$ cat src/rtl/alu_8bit.sv
// alu_8bit: 8-bit, 8-operation ALU with a single registered output stage.
// Operands and opcode are sampled on the rising clock edge; Y and Cout
// are valid from just after that edge and hold until the next one.
module alu_8bit (
    input  logic       clk,
    input  logic       rst,
    input  logic [7:0] A,
    input  logic [7:0] B,
    input  logic [2:0] sel,
    output logic [7:0] Y,
    output logic       Cout
);

    localparam logic [2:0] OP_ADD = 3'b000;
    localparam logic [2:0] OP_SUB = 3'b001;
    localparam logic [2:0] OP_AND = 3'b010;
    localparam logic [2:0] OP_OR  = 3'b011;
    localparam logic [2:0] OP_XOR = 3'b100;
    localparam logic [2:0] OP_NOT = 3'b101;
    localparam logic [2:0] OP_SHL = 3'b110;
    localparam logic [2:0] OP_SHR = 3'b111;

    logic [8:0] sum_w;
    logic [8:0] diff_w;
    logic [7:0] y_d;
    logic [7:0] y_q;
    logic       cout_d;
    logic       cout_q;

    // Adder and subtractor; subtraction is A + ~B + 1 so bit 8 is the no-borrow flag.
    always_comb begin
        sum_w  = {1'b0, A} + {1'b0, B};
        diff_w = {1'b0, A} + {1'b0, ~B} + 9'd1;
    end

    // Opcode decode selecting the next result and flag.
    always_comb begin
        y_d    = 8'h00;
        cout_d = 1'b0;
        case (sel)
            OP_ADD: begin
                y_d    = sum_w[7:0];
                cout_d = sum_w[8];
            end
            OP_SUB: begin
                y_d    = diff_w[7:0];
                cout_d = diff_w[8];
            end
            OP_AND: y_d = A & B;
            OP_OR:  y_d = A | B;
            OP_XOR: y_d = A ^ B;
            OP_NOT: y_d = ~A;
            OP_SHL: begin
                y_d    = {A[6:0], 1'b0};
                cout_d = A[7];
            end
            OP_SHR: begin
                y_d    = {1'b0, A[7:1]};
                cout_d = A[0];
            end
            default: begin
                y_d    = 8'h00;
                cout_d = 1'b0;
            end
        endcase
    end

    // Output register; reset wins over whatever operation is presented.
    always_ff @(posedge clk) begin
        if (rst) begin
            y_q    <= 8'h00;
            cout_q <= 1'b0;
        end else begin
            y_q    <= y_d;
            cout_q <= cout_d;
        end
    end

    assign Y    = y_q;
    assign Cout = cout_q;

endmodule

$ cat config.mk
export PLATFORM = sky130hd
export DESIGN_NAME = alu_8bit
export DESIGN_NICKNAME = d
export VERILOG_FILES = /design/src/rtl/alu_8bit.sv
export SDC_FILE = /design/constraint.sdc
export NUM_CORES = 1
export LEC_CHECK = 0
export BUFFER_PORTS_ARGS = -buffer_cell sky130_fd_sc_hd__buf_2
export CORE_MARGIN = 1.5
export CORE_UTILIZATION = 30
export CTS_CLUSTER_DIAMETER = 80
export CTS_CLUSTER_SIZE = 40
export DETAILED_ROUTE_END_ITERATION = 10
export MAX_ROUTING_LAYER = met4
export PLACE_DENSITY = 0.6
export REMOVE_ABC_BUFFERS = 1
export SYNTH_ARGS = -nofsm -noshare
export SYNTH_HDL_FRONTEND = slang
export SYNTH_SLANG_ARGS = --single-unit
export TNS_END_PERCENT = 10
$ cat constraint.sdc
create_clock -name clk -period 2.1 [get_ports clk]
set_clock_uncertainty 0.2 [all_clocks]
set_input_delay 0.105 -clock clk [delete_from_list [all_inputs] [get_ports clk]]
set_output_delay 0.105 -clock clk [all_outputs]
set_load 0.005 [all_outputs]
# Word level (Yosys, flattened, before mapping)
# Index checks and enable logic that the tools add are counted.
[classes] add_sub_neg=3 mul=0 n_div=0 order_cmp=0 n_eq_ne=7 shift=0 n_mux=2 bitwise=5 reduce_logical=1
[ops] op="8-bit case mux with 8 select lines" n=1
[ops] op="8-bit by 8-bit adder with 9-bit output" n=2
[ops] op="8-bit NOT" n=2
[ops] op="3-bit equality test, second input constant" n=4
[ops] op="9-bit by 1-bit adder with 9-bit output, second input constant" n=1
[ops] op="8-bit AND" n=1
[ops] op="8-bit OR" n=1
[ops] op="8-bit bitwise XOR" n=1
[ops] op="3-bit by 2-bit equality test with 1-bit output, second input constant" n=2
[ops] op="1-bit case mux with 4 select lines" n=1
[ops] op="3-bit by 1-bit equality test with 1-bit output, second input constant" n=1
[ops] op="3-bit logical NOT" n=1
[totals] reg_bits=9 latch_bits=0 mem_bits_rw=0 rom_bits=0 input_bits=21 output_inout_bits=9 elab_cells=20 mem_count=0

# Logic depth before layout (Yosys ltp)
# Gate-level depths: netlist (run 1).
[depth] word_depth=4 ltp_mapped=8 depth_no_buf=8

# Worst setup path before layout (run 1)
# No wires, ideal clock.
[synth_timing] kind="in2reg" startpoint="in A[0]" endpoint="reg cout_q, in the netlist Cout" setup_time_ns=0.112 t_arrival_ns=1.717 t_required_ns=1.788 slack_ns=0.071 stages=8 path_buffers=0 cell_sequence="inv_1 -> ha_1 -> fa_1 -> o21bai_1 -> a21oi_1 -> o31ai_1 -> a41oi_1 -> a2111oi_1"
[synth_via] elab_chain_len=3 word_cells_on_any_way=4 classes_between="add/sub (3); mux (1)"
[synth_rtl] item="start: declaration" line="7" rtl="input logic [7:0] A,"
[synth_rtl] item="8-bit by 8-bit adder with 9-bit output" line="33" rtl="diff_w = {1'b0, A} + {1'b0, ~B} + 9'd1;"
[synth_rtl] item="9-bit by 1-bit adder with 9-bit output" line="33"
[synth_rtl] item="1-bit case mux with 4 select lines (*)" line="40" rtl="case (sel)"
[synth_rtl] item="end signal: assignment" line="75" rtl="cout_q <= cout_d;"
[synth_rtl] item="end: declaration" line="28" rtl="logic cout_q;"
# Every way passes the cells marked *; elsewhere a longest branch is shown, timed or not.
# A chain may end at the register's enable or synchronous reset.

# Worst setup path after layout (run 1)
# Ends and elaborated chain as after synthesis.

==> qor.yml, run 1 <==
floorplanning:
  dieArea_sq_um: 5850
  die_h_um: 76.5
  die_w_um: 76.5
  rows: 26
  ioPinCount: 30
  coreArea_sq_um: 5170
  initial_core_util_pct: 31.3
finish:
  layout_commonest_cell: "buf_4"
  ff_latch_area_sq_um: 180
  layout_common_cells: "buf_4 (33), buf_2 (29), ha_1 (25)"
  antenna_cells: 0
  layout.nets: 312
  syn_to_final_growth_pct: 31.3
  final_layout_size_suffix_gt1_share_pct: 31.2
  fill_cells: 530
  final_util_pct: 41.1
  multi_input_area_sq_um: 1320
critical_path:
  timing_worst_setup_path_type: "in -> reg"
  cp.arrival_ns: 1.91
  crit_path_max_fanout: 3
  start_kind: "primary input"
  required_ns: 2.02
  end_kind: "flop"
global_route:
  grt_pass1_vias: 1538
  grt_max_degree: 28
  grt_overflow: 0
  antenna_found_initial: 0
  grt_pass1_wl_mm: 7.30
  grt_util_all_layers_pct: 15.4
detailed_routing:
  first_pass_iters: 4
  wl_met1_mm: 2.16
  routed_wl_mm: 4.47
  vias: 1721
  wl_met3_um: 197
  drc_errors: 0
  vias_per_cell: 5.17
  drtIter0Drc: 148
  route.top_layer_used: "met4"
  wl_per_cell_um: 13.4
  ant_nets: 0
  route.met2.wl_mm: 2.08
timing:
  rsz0062_at_grt: "no"
  fin_crit_ns: 1.99
  layout_worst_path_cycle_share_pct: 94.7
  finalHoldViolCount: 0
  setup_violations: 0
  layout_setup_ws_ns: 0.111
  worst_pin_slew_ns: 0.473
  fin_tns_setup_ns: 0
  finalMaxSlewViolations: 0
  max_slew_margin_pct: 68.5
  max_clock_freq_ghz: 0.503
placement:
  port_buffers: 29
  dpl.hpwl_mm: 3.54
  place_ws_ns: -0.212
  gp_congestion: 0.858
clocking:
  numClockSinks: 9
  clk_pin_slew_ns: 0.04
  h-tree-depth: 1
  cts_tree: "done"
  cts_buffer_depth: 2
  clockRootBuffer: "clkbuf_8"
  cts_buffers: 3
power:
  p_total_mw: 0.828
  p_per_area_nw_per_um2: 389
  p_leak_nw: 1.02
  ir_worst_vdd_uv: 216
synthesis:
  synth_seq_area_share_pct: 11.1
  netlist_instances: 209
  synth-edff-count: 0
  synth-simple-area-share_pct: 17.1
  synth_xor_area_share_pct: 1.62
  synth_area_sq_um: 1620
  synthArstFlopShare_pct: 0
  synth_top_family_by_area: "compound AO/OA/AOI/OAI gates"
  yosysUniqueCellTypes: 56
  yosysWarnings: 0
  synthMuxAreaShare_pct: 6.56
  ys_ff_latch: 9
  synth_compound_area_share_pct: 32.0
  synth_ff_type: "dfxtp_1"
  synthAdderAreaFrac_pct: 21.8
  avgSynthCellArea_sq_um: 7.75
run:
  cap_viol_max_count: 0
worst_hold_path:
  holdCritPathClass: "in -> reg"
run_status:
  status: "finished, final reports clean"
-- area by class of cell --
cell class	count	share of cell area (%)
Multi-Input combinational cell	163	62.1
Inverter	24	4.24
Tap cell	70	4.12
Clock buffer	4	2.12
Sequential cell	9	8.47
Timing Repair Buffer	63	18.9
-- logic make-up (layout without fill, tap and decap cells) --
group	count (synthesis)	count (layout)
AO/OA/AOI/OAI	71	71
AND/OR/NAND/NOR	54	54
buffers and inverters	37	91
adder cells (fa/ha/maj)	27	27
flip-flops	9	9
multiplexers	8	8
XOR/XNOR	3	3
-- where the power goes --
group	switching (mW)	internal [mW]	leakage, nW	total [mW]
combinational	0.232	0.214	0.922	0.446
clock	0.0600	0.131	0.0228	0.191
sequential	0.00301	0.188	0.0747	0.191
total	0.295	0.533	1.02	0.828
-- metal layers --
| metal | vias up | track usage, % |
|---|---|---|
| li1 | 868 | - |
| met2 | 50 | 24.4 |
| met5 | - | - |
| met4 | 0 | 4.81 |
| met1 | 797 | 21.3 |
| met3 | 6 | 0.479 |
-- per-stage QoR --
stage | cells | area [sq um] | hold WS (ns)
after floorplan | 196 | 1550 | -0.0288
after global placement | 327 | 2020 | 0.223
after detailed placement | 327 | 2020 | 0.234
after CTS | 332 | 2080 | 0.193
after global routing | 333 | 2130 | 0.224
final | 333 | 2130 | 0.207
-- state kept, by name, summed over array words and instances (netlist names) --
name and cells:
Y 8, Cout 1
-- worst paths after layout --
path / from / to / slack, ns / cells past startpoint
hold / removal: A[2] / Y[2] / 0.21 / 5
setup / recovery: A[0] / Cout / 0.11 / 9
-- synth_stat cells (all sizes together) (4+ instances only) --
library cell / number / area, sq um
nand2b: 5 / 38.8
nor2b: 6 / 37.5
a21oi: 15 / 78.8
inv: 23 / 86.3
a211oi: 6 / 45.0
nor2: 14 / 52.6
mux2i: 5 / 50.1
buf: 10 / 57.6
ha: 25 / 313
a31oi: 5 / 31.3
nand2: 12 / 45.0
dfxtp: 9 / 180
a221oi: 6 / 58.8
o22ai: 4 / 25.0
o21ai: 11 / 55.1
nor3: 5 / 25.0
-- timing repair --
action,in CTS,in global routing
endpoints found under the hold margin,1,0
resized for setup,0,7
setup buffers,0,1
hold buffers,1,0
setup endpoints to repair,0,2
-- worst max-delay path, stage by stage --
cell and delay (ns):
buf_2 0.10, inv_1 0.05, ha_1 0.21, fa_2 0.36
o21bai_1 0.17, a21oi_2 0.10, o31ai_4 0.27, a41oi_2 0.15
a2111oi_2 0.38
Power figures use the tool's default switching activity.
==> inputs of run 2 (changes only) <==
Settings changed: BUFFER_PORTS_ARGS -buffer_cell sky130_fd_sc_hd__buf_2 to -buffer_cell sky130_fd_sc_hd__buf_4.
==> qor.yml, run 2 (synthesis results as in run 1) <==
placement:
  gp_congestion: 0.905
  place_ws_ns: -0.193
  port_buffers: 29
  dpl.hpwl_mm: 3.51
power:
  p_comb_share_pct: 53.4
  swShare_pct: 34.6
  internal-power_mw: 0.535
  p_total_mw: 0.819
  p_leak_nw: 1.00
  seqPwrFrac_pct: 23.4
  power_switching_mw: 0.283
  clkPwrFrac_pct: 23.2
  ir_worst_vdd_uv: 232
  p_per_area_nw_per_um2: 386
detailed_routing:
  wl_per_cell_um: 13.3
  vias: 1671
  routed_wl_mm: 4.34
  first_pass_iters: 4
  vias_per_cell: 5.11
  drc_errors: 0
  ant_nets: 0
  drtIter0Drc: 100
critical_path:
  crit_path_max_fanout: 3
  cp_slowest_stage_delay_ns: 0.38
  crit_buf_inv: 2
  end_kind: "flop"
  path_cells: "buf_4 -> inv_1 -> ha_1 -> fa_1 -> o21bai_1 -> a21oi_1 -> o31ai_2 -> a41oi_1 -> a2111oi_1"
  timing_worst_setup_path_type: "in -> reg"
  start_kind: "primary input"
  cp_slowest_cell: "fa_1"
  cp.arrival_ns: 1.91
  required_ns: 2.01
  crit_family: "compound AO/OA/AOI/OAI gates"
clocking:
  numClockSinks: 9
  postCtsSetupBuffers: 0
  h-tree-depth: 1
  clk_pin_slew_ns: 0.04
  cts_tree: "done"
  clockRootBuffer: "clkbuf_8"
  cts_buffers: 3
  cts_buffer_depth: 2
finish:
  antenna_cells: 0
  layout_commonest_cell: "buf_4"
  largest_reg_flops: 8
  layout_common_cells: "buf_4 (56), ha_1 (25), inv_1 (23)"
  final_layout_size_suffix_gt1_share_pct: 27.6
  layout.nets: 306
  fill_cells: 562
  syn_to_final_growth_pct: 30.8
floorplanning:
  dieArea_sq_um: 5850
  ioPinCount: 30
  die_h_um: 76.5
  coreArea_sq_um: 5170
  die_w_um: 76.5
  initial_core_util_pct: 31.3
  rows: 26
global_route:
  grt_pass1_wl_mm: 7.25
  grt_overflow: 0
  grt_pass1_vias: 1561
  antenna_found_initial: 0
  grt_max_degree: 28
  grt_util_all_layers_pct: 15.3
timing:
  layout_worst_path_cycle_share_pct: 95.2
  finalMaxSlewViolations: 0
  finalHoldViolCount: 0
  rsz0062_at_grt: "no"
  max_clock_freq_ghz: 0.500
  worst_pin_slew_ns: 0.347
  fin_crit_ns: 2.00
  layout_setup_ws_ns: 0.100
  setup_violations: 0
  max_slew_margin_pct: 76.6
worst_hold_path:
  holdCritPathClass: "in -> reg"
run_status:
  status: "finished, final reports clean"
run:
  cap_viol_max_count: 0
## run 2: layout make-up
type / instances / area (sq um) / share of cell area [%]
flip-flops and latches: 9 / 180 / 8.50
inverters: 24 / 90.1 / 4.25
well taps: 70 / 87.6 / 4.13
repair buffers: 57 / 430 / 20.3
multi-input cells: 163 / 1290 / 60.7
clock buffers: 4 / 45.0 / 2.13
## run 2: final timing paths
check              start   end  slack, ns  depth (start not counted)
setup / recovery    A[0]  Cout       0.10                          9
hold / removal    sel[1]  Y[0]       0.01                          2
## run 2: per-stage QoR
stage,instances,hold slack [ns],utilization (%),area [sq um],setup TNS [ns]
after floorplan,196,-0.0288,-,1550,0
after global placement,322,0.175,39.8,2060,-0.269
after detailed placement,322,0.174,39.8,2060,-0.403
after CTS,327,0.00645,40.9,2110,0
after global routing,327,0.0218,41.0,2120,0
final,327,0.0115,41.0,2120,0
## run 2: power by group through the flow
stage	clock network (mW)	logic [mW]	registers, mW
floorplan	0	0.233	0.197
detailed placement	0	0.432	0.194
finish	0.190	0.437	0.191
global route	0.204	0.482	0.193
global placement	0	0.430	0.194
CTS	0.198	0.435	0.192
## run 2: repair_timing
| item | 4_1_cts | 5_1_grt |
|---|---|---|
| endpoints found under the setup margin | 0 | 2 |
| hold endpoints to repair | 7 | 0 |
| gates resized for setup | 0 | 1 |
| hold buffers | 1 | 0 |
## run 2: routing by layer
metal | wire, um | track usage [%] | vias up | part of all wire [%]
li1 | - | - | 858 | -
met4 | 51 | 4.81 | 0 | 1.2
met3 | 209 | 0.719 | 6 | 4.8
met2 | 2030 | 24.6 | 57 | 47
met5 | 0 | - | - | 0
met1 | 2050 | 20.7 | 750 | 47
